### config.mk
export PLATFORM = sky130hd
export DESIGN_NAME = host_bus_master
export DESIGN_NICKNAME = d
export VERILOG_FILES = /design/src/rtl/cc_bus_pkg.sv /design/src/rtl/bus_halt_timer.sv /design/src/rtl/host_bus_master.sv
export SDC_FILE = /design/constraint.sdc
export NUM_CORES = 1
export LEC_CHECK = 0
export BUFFER_PORTS_ARGS = -buffer_cell sky130_fd_sc_hd__buf_4
export CORE_UTILIZATION = 30
export CTS_CLUSTER_SIZE = 28
export DETAILED_ROUTE_END_ITERATION = 16
export GPL_ROUTABILITY_DRIVEN = 0
export SLEW_MARGIN = 5
export SYNTH_ARGS = -nofsm -noshare
export SYNTH_HDL_FRONTEND = slang
export SYNTH_SLANG_ARGS = --single-unit
### constraint.sdc
create_clock -name CLK10 -period 2.6 [get_ports CLK10]
set_input_delay 0.26 -clock CLK10 [delete_from_list [all_inputs] [get_ports CLK10]]
set_output_delay 0.26 -clock CLK10 [all_outputs]
set_load 0.03 [all_outputs]
### src/rtl/cc_bus_pkg.sv
// Shared types and address-window constants for the host bus master.
// The legality check lives here so every user decodes the map identically.
package cc_bus_pkg;

  typedef enum logic [2:0] {
    S_IDLE,
    S_CHECK,
    S_HALT,
    S_SETUP,
    S_STROBE,
    S_RELEASE
  } bus_state_e;

  localparam logic [3:0] NR_BASE   = 4'h8;
  localparam logic [3:0] IO_BASE   = 4'h9;
  localparam logic [1:0] NVRAM_SEL = 2'b00;

  // 8xxx is always reachable; in 9xxx only the NVRAM quarter unless I/O is opened up.
  function automatic logic addr_legal(input logic [15:0] addr, input logic allow_io);
    return (addr[15:12] == NR_BASE) ||
           ((addr[15:12] == IO_BASE) && (allow_io || (addr[11:10] == NVRAM_SEL)));
  endfunction

endpackage

### src/rtl/bus_halt_timer.sv
// Counts enabled cycles; done flags the TIMEOUT_CYC-th consecutive enabled cycle.
// Clear has priority and returns the count to zero.
module bus_halt_timer #(
  parameter int unsigned TIMEOUT_CYC = 255
) (
  input  logic clk,
  input  logic rst,
  input  logic clear,
  input  logic enable,
  output logic done
);

  localparam int unsigned CW = (TIMEOUT_CYC > 1) ? $clog2(TIMEOUT_CYC) : 1;
  localparam logic [CW-1:0] LAST = CW'(TIMEOUT_CYC - 1);

  logic [CW-1:0] count_q, count_d;

  assign done = enable && (count_q == LAST);

  always_comb begin
    count_d = count_q;
    if (clear) begin
      count_d = '0;
    end else if (enable && !done) begin
      count_d = count_q + 1'b1;
    end
  end

  always_ff @(posedge clk or posedge rst) begin
    if (rst) begin
      count_q <= '0;
    end else begin
      count_q <= count_d;
    end
  end

endmodule

### src/rtl/host_bus_master.sv
// Host-side bus master: halts the CPU, runs one PHI2-paced read or write cycle
// on its bus, and returns a single-cycle response. Bursts keep the CPU halted.
module host_bus_master
  import cc_bus_pkg::*;
#(
  parameter int unsigned TIMEOUT_CYC = 255,
  parameter bit          ALLOW_IO    = 1'b0
) (
  input  logic        CLK10,
  input  logic        RESET,
  input  logic        PHI2_EN,
  input  logic        REQ_VALID,
  output logic        REQ_READY,
  input  logic        REQ_WR,
  input  logic [15:0] REQ_ADDR,
  input  logic [7:0]  REQ_WDATA,
  output logic        RSP_VALID,
  output logic [7:0]  RSP_RDATA,
  output logic        RSP_ERR,
  output logic        CPU_HALTn,
  input  logic        CPU_HALTACK,
  output logic        BUS_OE,
  output logic [15:0] BA,
  output logic [7:0]  BD_OUT,
  input  logic [7:0]  BD_IN,
  output logic        WRITEn
);

  bus_state_e  state_q, state_d;
  logic [15:0] addr_q, addr_d, ba_q, ba_d;
  logic [7:0]  wdata_q, wdata_d, bd_q, bd_d, rdata_q, rdata_d;
  logic        wr_q, wr_d, burst_q, burst_d, armed_q, armed_d, ready_q, ready_d;
  logic        rsp_valid_q, rsp_valid_d, rsp_err_q, rsp_err_d;
  logic        latch_req, req_ready, timer_done;

  bus_halt_timer #(.TIMEOUT_CYC(TIMEOUT_CYC)) u_halt_timer (
    .clk    (CLK10),
    .rst    (RESET),
    .clear  (state_q != S_HALT),
    .enable (state_q == S_HALT),
    .done   (timer_done)
  );

  always_comb begin
    state_d     = state_q;
    addr_d      = addr_q;
    wr_d        = wr_q;
    wdata_d     = wdata_q;
    burst_d     = burst_q;
    ba_d        = ba_q;
    bd_d        = bd_q;
    rsp_valid_d = 1'b0;
    rsp_err_d   = 1'b0;
    rdata_d     = 8'h00;
    req_ready   = ready_q;
    latch_req   = 1'b0;

    case (state_q)
      S_IDLE: begin
        if (REQ_VALID && ready_q) begin
          latch_req = 1'b1;
          burst_d   = 1'b0;
          state_d   = S_CHECK;
        end
      end
      S_CHECK: begin
        if (!addr_legal(addr_q, ALLOW_IO)) begin
          rsp_valid_d = 1'b1;
          rsp_err_d   = 1'b1;
          state_d     = S_IDLE;
        end else if (burst_q) begin
          state_d = S_SETUP;   // CPU is still parked from the previous cycle
        end else begin
          state_d = S_HALT;
        end
      end
      S_HALT: begin
        if (CPU_HALTACK) begin
          state_d = S_SETUP;
        end else if (timer_done) begin
          rsp_valid_d = 1'b1;
          rsp_err_d   = 1'b1;
          state_d     = S_IDLE;
        end
      end
      S_SETUP: begin
        if (PHI2_EN && armed_q) begin
          state_d = S_STROBE;
        end
      end
      S_STROBE: begin
        if (PHI2_EN && armed_q) begin
          rsp_valid_d = 1'b1;
          rdata_d     = wr_q ? 8'h00 : BD_IN;
          state_d     = S_RELEASE;
        end
      end
      S_RELEASE: begin
        if (REQ_VALID && CPU_HALTACK) begin
          req_ready = 1'b1;
          latch_req = 1'b1;
          burst_d   = 1'b1;
          state_d   = S_CHECK;
        end else begin
          state_d = S_IDLE;
        end
      end
      default: state_d = S_IDLE;
    endcase

    if (latch_req) begin
      addr_d  = REQ_ADDR;
      wr_d    = REQ_WR;
      wdata_d = REQ_WDATA;
    end

    // Bus-facing values are frozen on SETUP entry so they cannot move mid-cycle.
    if ((state_d == S_SETUP) && (state_q != S_SETUP)) begin
      ba_d = addr_q;
      bd_d = wr_q ? wdata_q : 8'h00;
    end

    // A phase only honours PHI2_EN once it has lasted at least one full cycle.
    armed_d = (state_d == state_q);
    ready_d = (state_d == S_IDLE);
  end

  always_ff @(posedge CLK10 or posedge RESET) begin
    if (RESET) begin
      state_q     <= S_IDLE;
      addr_q      <= 16'h0000;
      wr_q        <= 1'b0;
      wdata_q     <= 8'h00;
      burst_q     <= 1'b0;
      armed_q     <= 1'b0;
      ready_q     <= 1'b0;
      ba_q        <= 16'h0000;
      bd_q        <= 8'h00;
      rdata_q     <= 8'h00;
      rsp_valid_q <= 1'b0;
      rsp_err_q   <= 1'b0;
    end else begin
      state_q     <= state_d;
      addr_q      <= addr_d;
      wr_q        <= wr_d;
      wdata_q     <= wdata_d;
      burst_q     <= burst_d;
      armed_q     <= armed_d;
      ready_q     <= ready_d;
      ba_q        <= ba_d;
      bd_q        <= bd_d;
      rdata_q     <= rdata_d;
      rsp_valid_q <= rsp_valid_d;
      rsp_err_q   <= rsp_err_d;
    end
  end

  assign REQ_READY = req_ready;
  assign RSP_VALID = rsp_valid_q;
  assign RSP_ERR   = rsp_err_q;
  assign RSP_RDATA = rdata_q;
  assign BA        = ba_q;
  assign BD_OUT    = bd_q;
  assign BUS_OE    = state_q inside {S_SETUP, S_STROBE, S_RELEASE};
  assign WRITEn    = !((state_q == S_STROBE) && wr_q);
  assign CPU_HALTn = !((state_q inside {S_HALT, S_SETUP, S_STROBE, S_RELEASE}) ||
                       ((state_q == S_CHECK) && burst_q));

endmodule

* Word level (Yosys, flattened, before mapping) *
Index checks and enable logic that the tools add are counted.

storage, ports and cells
  input port bits = 38
  bits in read-only memories = 0
  bits in registers = 73
  output and inout port bits = 38
  logic and storage cells = 79
  latch bits = 0
  RAM bits = 0
  memories = 0

cells by class
  equality and inequality tests = 14
  bitwise gates (word level) = 0
  multiplexer cells = 29
  multipliers = 0
  order comparisons = 0
  divide/modulo/power cells = 0
  $add $sub $neg = 1
  shift operators = 0
  reductions and logical operators = 22

operators by type and width
  cell                 count
  $mux 8               6
  $pmux 3 s6           1
  $mux 3               5
  $mux 1               12
  $eq 3x2->1 const B   3
  $logic_and 1x1->1    9
  $add 8x1->8 const B  1
  $eq 4x4->1 const B   2
  $eq 8x8->1 const B   1
  $eq 3x3->1 const B   2
  $logic_not 3->1      2
  $ne 3x2->1 const B   2
  $pmux 1 s2           3
  $ne 2x2->1 const B   2
  $reduce_bool 2->1    2
  $reduce_bool 4->1    1
  $eq 3x1->1 const B   1
  $eq 3x3->1           1
  $logic_not 1->1      3
  $pmux 1 s3           1
  $reduce_and 3->1     1
  $reduce_bool 3->1    1
  $logic_not 2->1      1
  $logic_or 1x1->1     2
  $mux 2               1

* Longest topological paths before layout *
  word-level depth = 7
  mapped depth = 8
  mapped depth without buffers = 7

* Modules after synthesis *
A second synthesis with hierarchy kept.

second synthesis, totals
  cell total of the unflattened synthesis = 249
  area, all modules = 3190.6 um^2

modules (own cells, without submodules)
  module           area each (um^2)  cells an instance  times used
  host_bus_master  2691.3            199                1
  bus_halt_timer   499.2             50                 1

* Least setup slack after synthesis *
Ideal clock, no wire load.

  path type = register -> register
  start = reg state_q[2]
  end = reg ba_q[0], in the netlist BA[0]
  library setup time = 0.125 ns
  period minus slack after synthesis = 1.867 ns
  slack = 0.733 ns
  data required time = 2.475 ns
  data arrival time = 1.742 ns
  cell stages (with the launch flop) = 9
  cell sequence = dfrtp_1 > buf_6 > and3_1 > o211a_1 > buf_6 > nand4b_4 > nand3_4 > buf_8 > mux2_4

on the way
  longest elaborated chain between the ends = 7
  elaborated cells on any way between the ends = 16
  those cells by class = 7 x eq/ne; 6 x mux; 3 x reduce/logical

RTL lines
  what                      RTL line                                      source
  start: declaration        host_bus_master.sv:29                         bus_state_e state_q, state_d;
  start signal: assignment  host_bus_master.sv:143                        state_q <= state_d;
  $eq 3x2->1                host_bus_master.sv:40, host_bus_master.sv:58
  $logic_and 1x1->1         bus_halt_timer.sv:18                          assign done = enable && (count_q == LAST);
  $mux 3                    host_bus_master.sv:80                         end else if (timer_done) begin
  $mux 3                    host_bus_master.sv:78                         if (CPU_HALTACK) begin
  $pmux 3 s6 *              host_bus_master.sv:58                         case (state_q)
  named net state_d[0]      host_bus_master.sv:29
  $eq 3x2->1 *              host_bus_master.sv:118                        if ((state_d == S_SETUP) && (state_q != S_SETUP)) begin
  $logic_and 1x1->1 *       host_bus_master.sv:118
  end signal: assignment    host_bus_master.sv:137                        ba_q <= 16'h0000;
  end signal: assignment    host_bus_master.sv:150                        ba_q <= ba_d;
  end: declaration          host_bus_master.sv:30                         logic [15:0] addr_q, addr_d, ba_q, ba_d;

Mark *: on every way through the listed nets, which the timed path passes. The rest lies on a longest branch.
A chain may end at the register's enable or synchronous reset.

* Worst setup path after layout *
  start = reg state_q[1]
  end = reg ba_q[8], in the netlist BA[8]

on the way
  longest elaborated chain between the ends = 7
  elaborated cells on any way between the ends = 16
  those cells by class = 7 x eq/ne; 6 x mux; 3 x reduce/logical

RTL lines
  what                 RTL line
  $eq 3x2->1           host_bus_master.sv:40, host_bus_master.sv:58
  $logic_and 1x1->1    bus_halt_timer.sv:18
  $mux 3               host_bus_master.sv:80
  $mux 3               host_bus_master.sv:78
  $pmux 3 s6           host_bus_master.sv:58
  $eq 3x2->1           host_bus_master.sv:118
  $logic_and 1x1->1 *  host_bus_master.sv:118

Every way passes the cells marked *; elsewhere a longest branch is shown, timed or not.

==> summary.md <==
| Metric | Value |
|---|---|
| Row cnt | `36` |
| Sw Ratio | `0.355` |
| Seq pwr share | `0.397` |
| Die Area | `0.0106 mm2` |
| Total power | `4.74 mW` |
| Final setup viols | `0` |
| Clk Latency, worst-skew pair | `0.34 ns` |
| Area Growth Syn to Fin | `29.4%` |
| Clk buf depth | `2` |
| IO Port Bufs | `75` |
| Peak VDD IR | `0.000630 V` |
| Post-synth EDFFs | `0` |
| Max Cap Violations | `0` |
| FF-to-FF End | `BA[8]$_DFFE_PP0P_` |
| Flops & latches, synth | `73` |
| Post-synthesis sequential area ratio | `0.596` |
| Largest net degree at the start of global routing | `42` |
| WS Path Type | `reg2reg` |
| Core Area | `0.00982 mm2` |
| Ant diodes | `0` |
| Min cycle time layout | `2.28 ns` |
| Clock skew | `0.00858 ns` |
| Placed inst area | `0.00374 mm2` |
| Hold Violations, Final | `0` |
| Die height | `103 um` |
| Detailed Route WL | `6.23 mm` |
| RSZ-0062 raised after global routing | `false` |
| Commonest cells in the netlist | `dfrtp_1 (73), mux2_2 (29), mux2_4 (12)` |
| CP Depth | `5` |
| Pwr per Cell Area | `1190 mW/mm2` |
| P_sw | `1.68 mW` |
| # hold bufs at CTS | `0` |
| CP delay by family, top | `simple AND/OR/NAND/NOR gates` |
| Internal power | `3.05 mW` |
| Chip width | `103 um` |
| Remaining DRCs | `0` |
| Clock root buffer master | `clkbuf_8` |
| Crit path largest cell delay | `0.55 ns` |
| Pins Over Slew Limit | `0` |
| Max_slew headroom | `0.518` |
| Internal reg-to-reg setup slack | `0.32 ns` |
| Worst Path Arrival | `2.50 ns` |
| Worst Tran Pin Value | `0.721 ns` |
| Post-synth cell types | `39` |
| Fill count | `975` |
| Post-synthesis async set-or-reset flop share | `1.00` |
| Most numerous cell in the Yosys netlist | `dfrtp_1` |
| Worst EP required | `2.82 ns` |
| CTS tree | `yes` |
| # resized after CTS | `0` |
| Sink Count | `73` |
| Clock power share | `0.211` |
| Vias in the first global route | `2,055` |
| Reg2reg start | `state_q[1]$_DFF_PP0_` |
| Worst reg-to-reg path cell count | `5` |
| Syn Inst Count | `221` |
| Post-Syn Area per Cell | `13.9 um2` |
| Share of cells above drive strength 1 | `0.454` |
| CP max FO | `24` |
| Ys flop type | `dfrtp_1` |
| Vias/cell | `4.65` |
| Slowest-stage cell, CP | `dfrtp_1` |
| Post-detailed-placement half-perimeter wirelength | `4.29 mm` |
| IO Pins | `76` |
| Final period util | `0.876` |
| Iter 0 DRT Violations | `77` |
| Worst hold margin | `0.0162 ns` |
| Crit end category | `flip-flop` |
| Detail Route Antenna Nets | `0` |
| Design area | `0.00397 mm2` |
| Comb power frac | `0.392` |
| Crit path cell chain | `nor2b_1 > o211ai_1 > nand2_1 > nand3_4 > mux2_4` |
| Yosys warns | `0` |
| Syn Nets | `261` |
| Htree depth | `3` |
| Placement Setup Slack | `0.397 ns` |
| Min-delay worst type | `in2async` |
| Crit start category | `flip-flop` |
| Dominant cells by area after synthesis | `dfrtp_1 (60%), mux2_2 (11%), mux2_4 (5.9%), a22o_1 (2.3%), and2_1 (2.0%)` |
| Post-CTS setup buffer count | `0` |
| Remaining Overflow, GRT | `0` |
| Initial core utilization | `0.312` |
| Nets | `339` |
| Final setup margin | `0.323 ns` |
| Area leader, netlist | `dfrtp_1` |
| Cts bufs inserted | `9` |
| Syn Std Cell Area | `0.00307 mm2` |
| Status | `finished, final reports clean` |
| Routed len/inst | `14.3 um` |
| Global Route Usage Sum | `0.128` |
| First-pass GRT wire length | `10.1 mm` |
| Antenna violations before repair | `0` |
| Fmax | `0.439 GHz` |
| Static Leak | `1.94 nW` |
| DR pass1 iterations | `4` |
| Clock-pin slew on the worst setup and hold paths | `0.08 ns` |
| Via count | `2,031` |
| Synth top area share | `0.596` |
| Buffers and inverters on the worst path | `0` |
| Setup TNS | `0 ns` |
cell usage in the layout (no fill, tap or decap), types with 4 or more instances in the layout:
| cell | count |
|---|---|
| nor2_1 | 8 |
| o21ai_0 | 5 |
| a22o_1 | 8 |
| a21oi_1 | 4 |
| mux2_2 | 29 |
| dfrtp_1 | 73 |
| nand2b_1 | 6 |
| buf_4 | 76 |
| nand2_1 | 4 |
| nand3_1 | 11 |
| mux2_4 | 12 |
| clkbuf_8 | 11 |
| and2_1 | 10 |
| and3_1 | 6 |
per-stage QoR:
| stage | utilization | cells |
|---|---|---|
| final | 0.404 | 437 |
| after global routing | 0.404 | 437 |
| after CTS | 0.404 | 437 |
| after detailed placement | 0.381 | 421 |
| after global placement | 0.381 | 421 |
| after floorplan | - | 221 |
worst max-delay path by stage:
stage,start,end,slack [ns]
4_1_cts,state_q[1]$_DFF_PP0_,BA[8]$_DFFE_PP0P_,0.37
3_3_place_gp,addr_q[13]$_DFFE_PP0P_,BA[3]$_DFFE_PP0P_,0.46
5_1_grt,state_q[1]$_DFF_PP0_,BA[14]$_DFFE_PP0P_,0.18
6_report,state_q[1]$_DFF_PP0_,BA[8]$_DFFE_PP0P_,0.32
2_1_floorplan,RESET,BA[0]$_DFFE_PP0P_,0.49
3_5_place_dp,state_q[0]$_DFF_PP0_,BA[11]$_DFFE_PP0P_,0.40
layer usage:
layer / track usage / vias up / share of wire
met5: 0 / - / 0
met3: 0.0481 / 14 / 0.060
met2: 0.195 / 68 / 0.46
met1: 0.161 / 1000 / 0.46
li1: - / 949 / -
met4: 0.0596 / 0 / 0.024
cell type report:
class | instances | area [um2] | share of cell area
clock buffer | 11 | 151 | 0.0382
clock inverter | 5 | 77.6 | 0.0196
inverter | 3 | 12.5 | 0.00315
multi-input combinational | 135 | 1140 | 0.288
sequential | 73 | 1830 | 0.461
tap | 133 | 166 | 0.0420
timing repair buffer | 77 | 591 | 0.149
state kept, by name, indices dropped and copies added, names as in the netlist, 3 cells and up:
name and flops:
u_halt_timer.count_q 8, wdata_q 8, RSP_RDATA 8, state_q 3, BD_OUT 8, BA 16
addr_q 16
power by group through the flow:
stage,combinational (mW),sequential [mW],clock [mW]
after detailed placement,1.87,1.90,0
after CTS,1.88,1.88,1.05
after global placement,1.83,1.89,0
final,1.86,1.88,1.00
after floorplan,1.08,2.14,0
after global routing,1.99,1.94,1.08
cell families after synthesis:
family,count (synthesis),synth area share
and+or+nand+nor,59,0.120
AOI/OAI and AO/OA,32,0.0763
xor gates and xnor gates,1,0.00286
adders and majority gates,2,0.00816
muxes,41,0.165
DFF,73,0.596
buffers and inverters,13,0.0318
(Power assumes the default switching activity.)
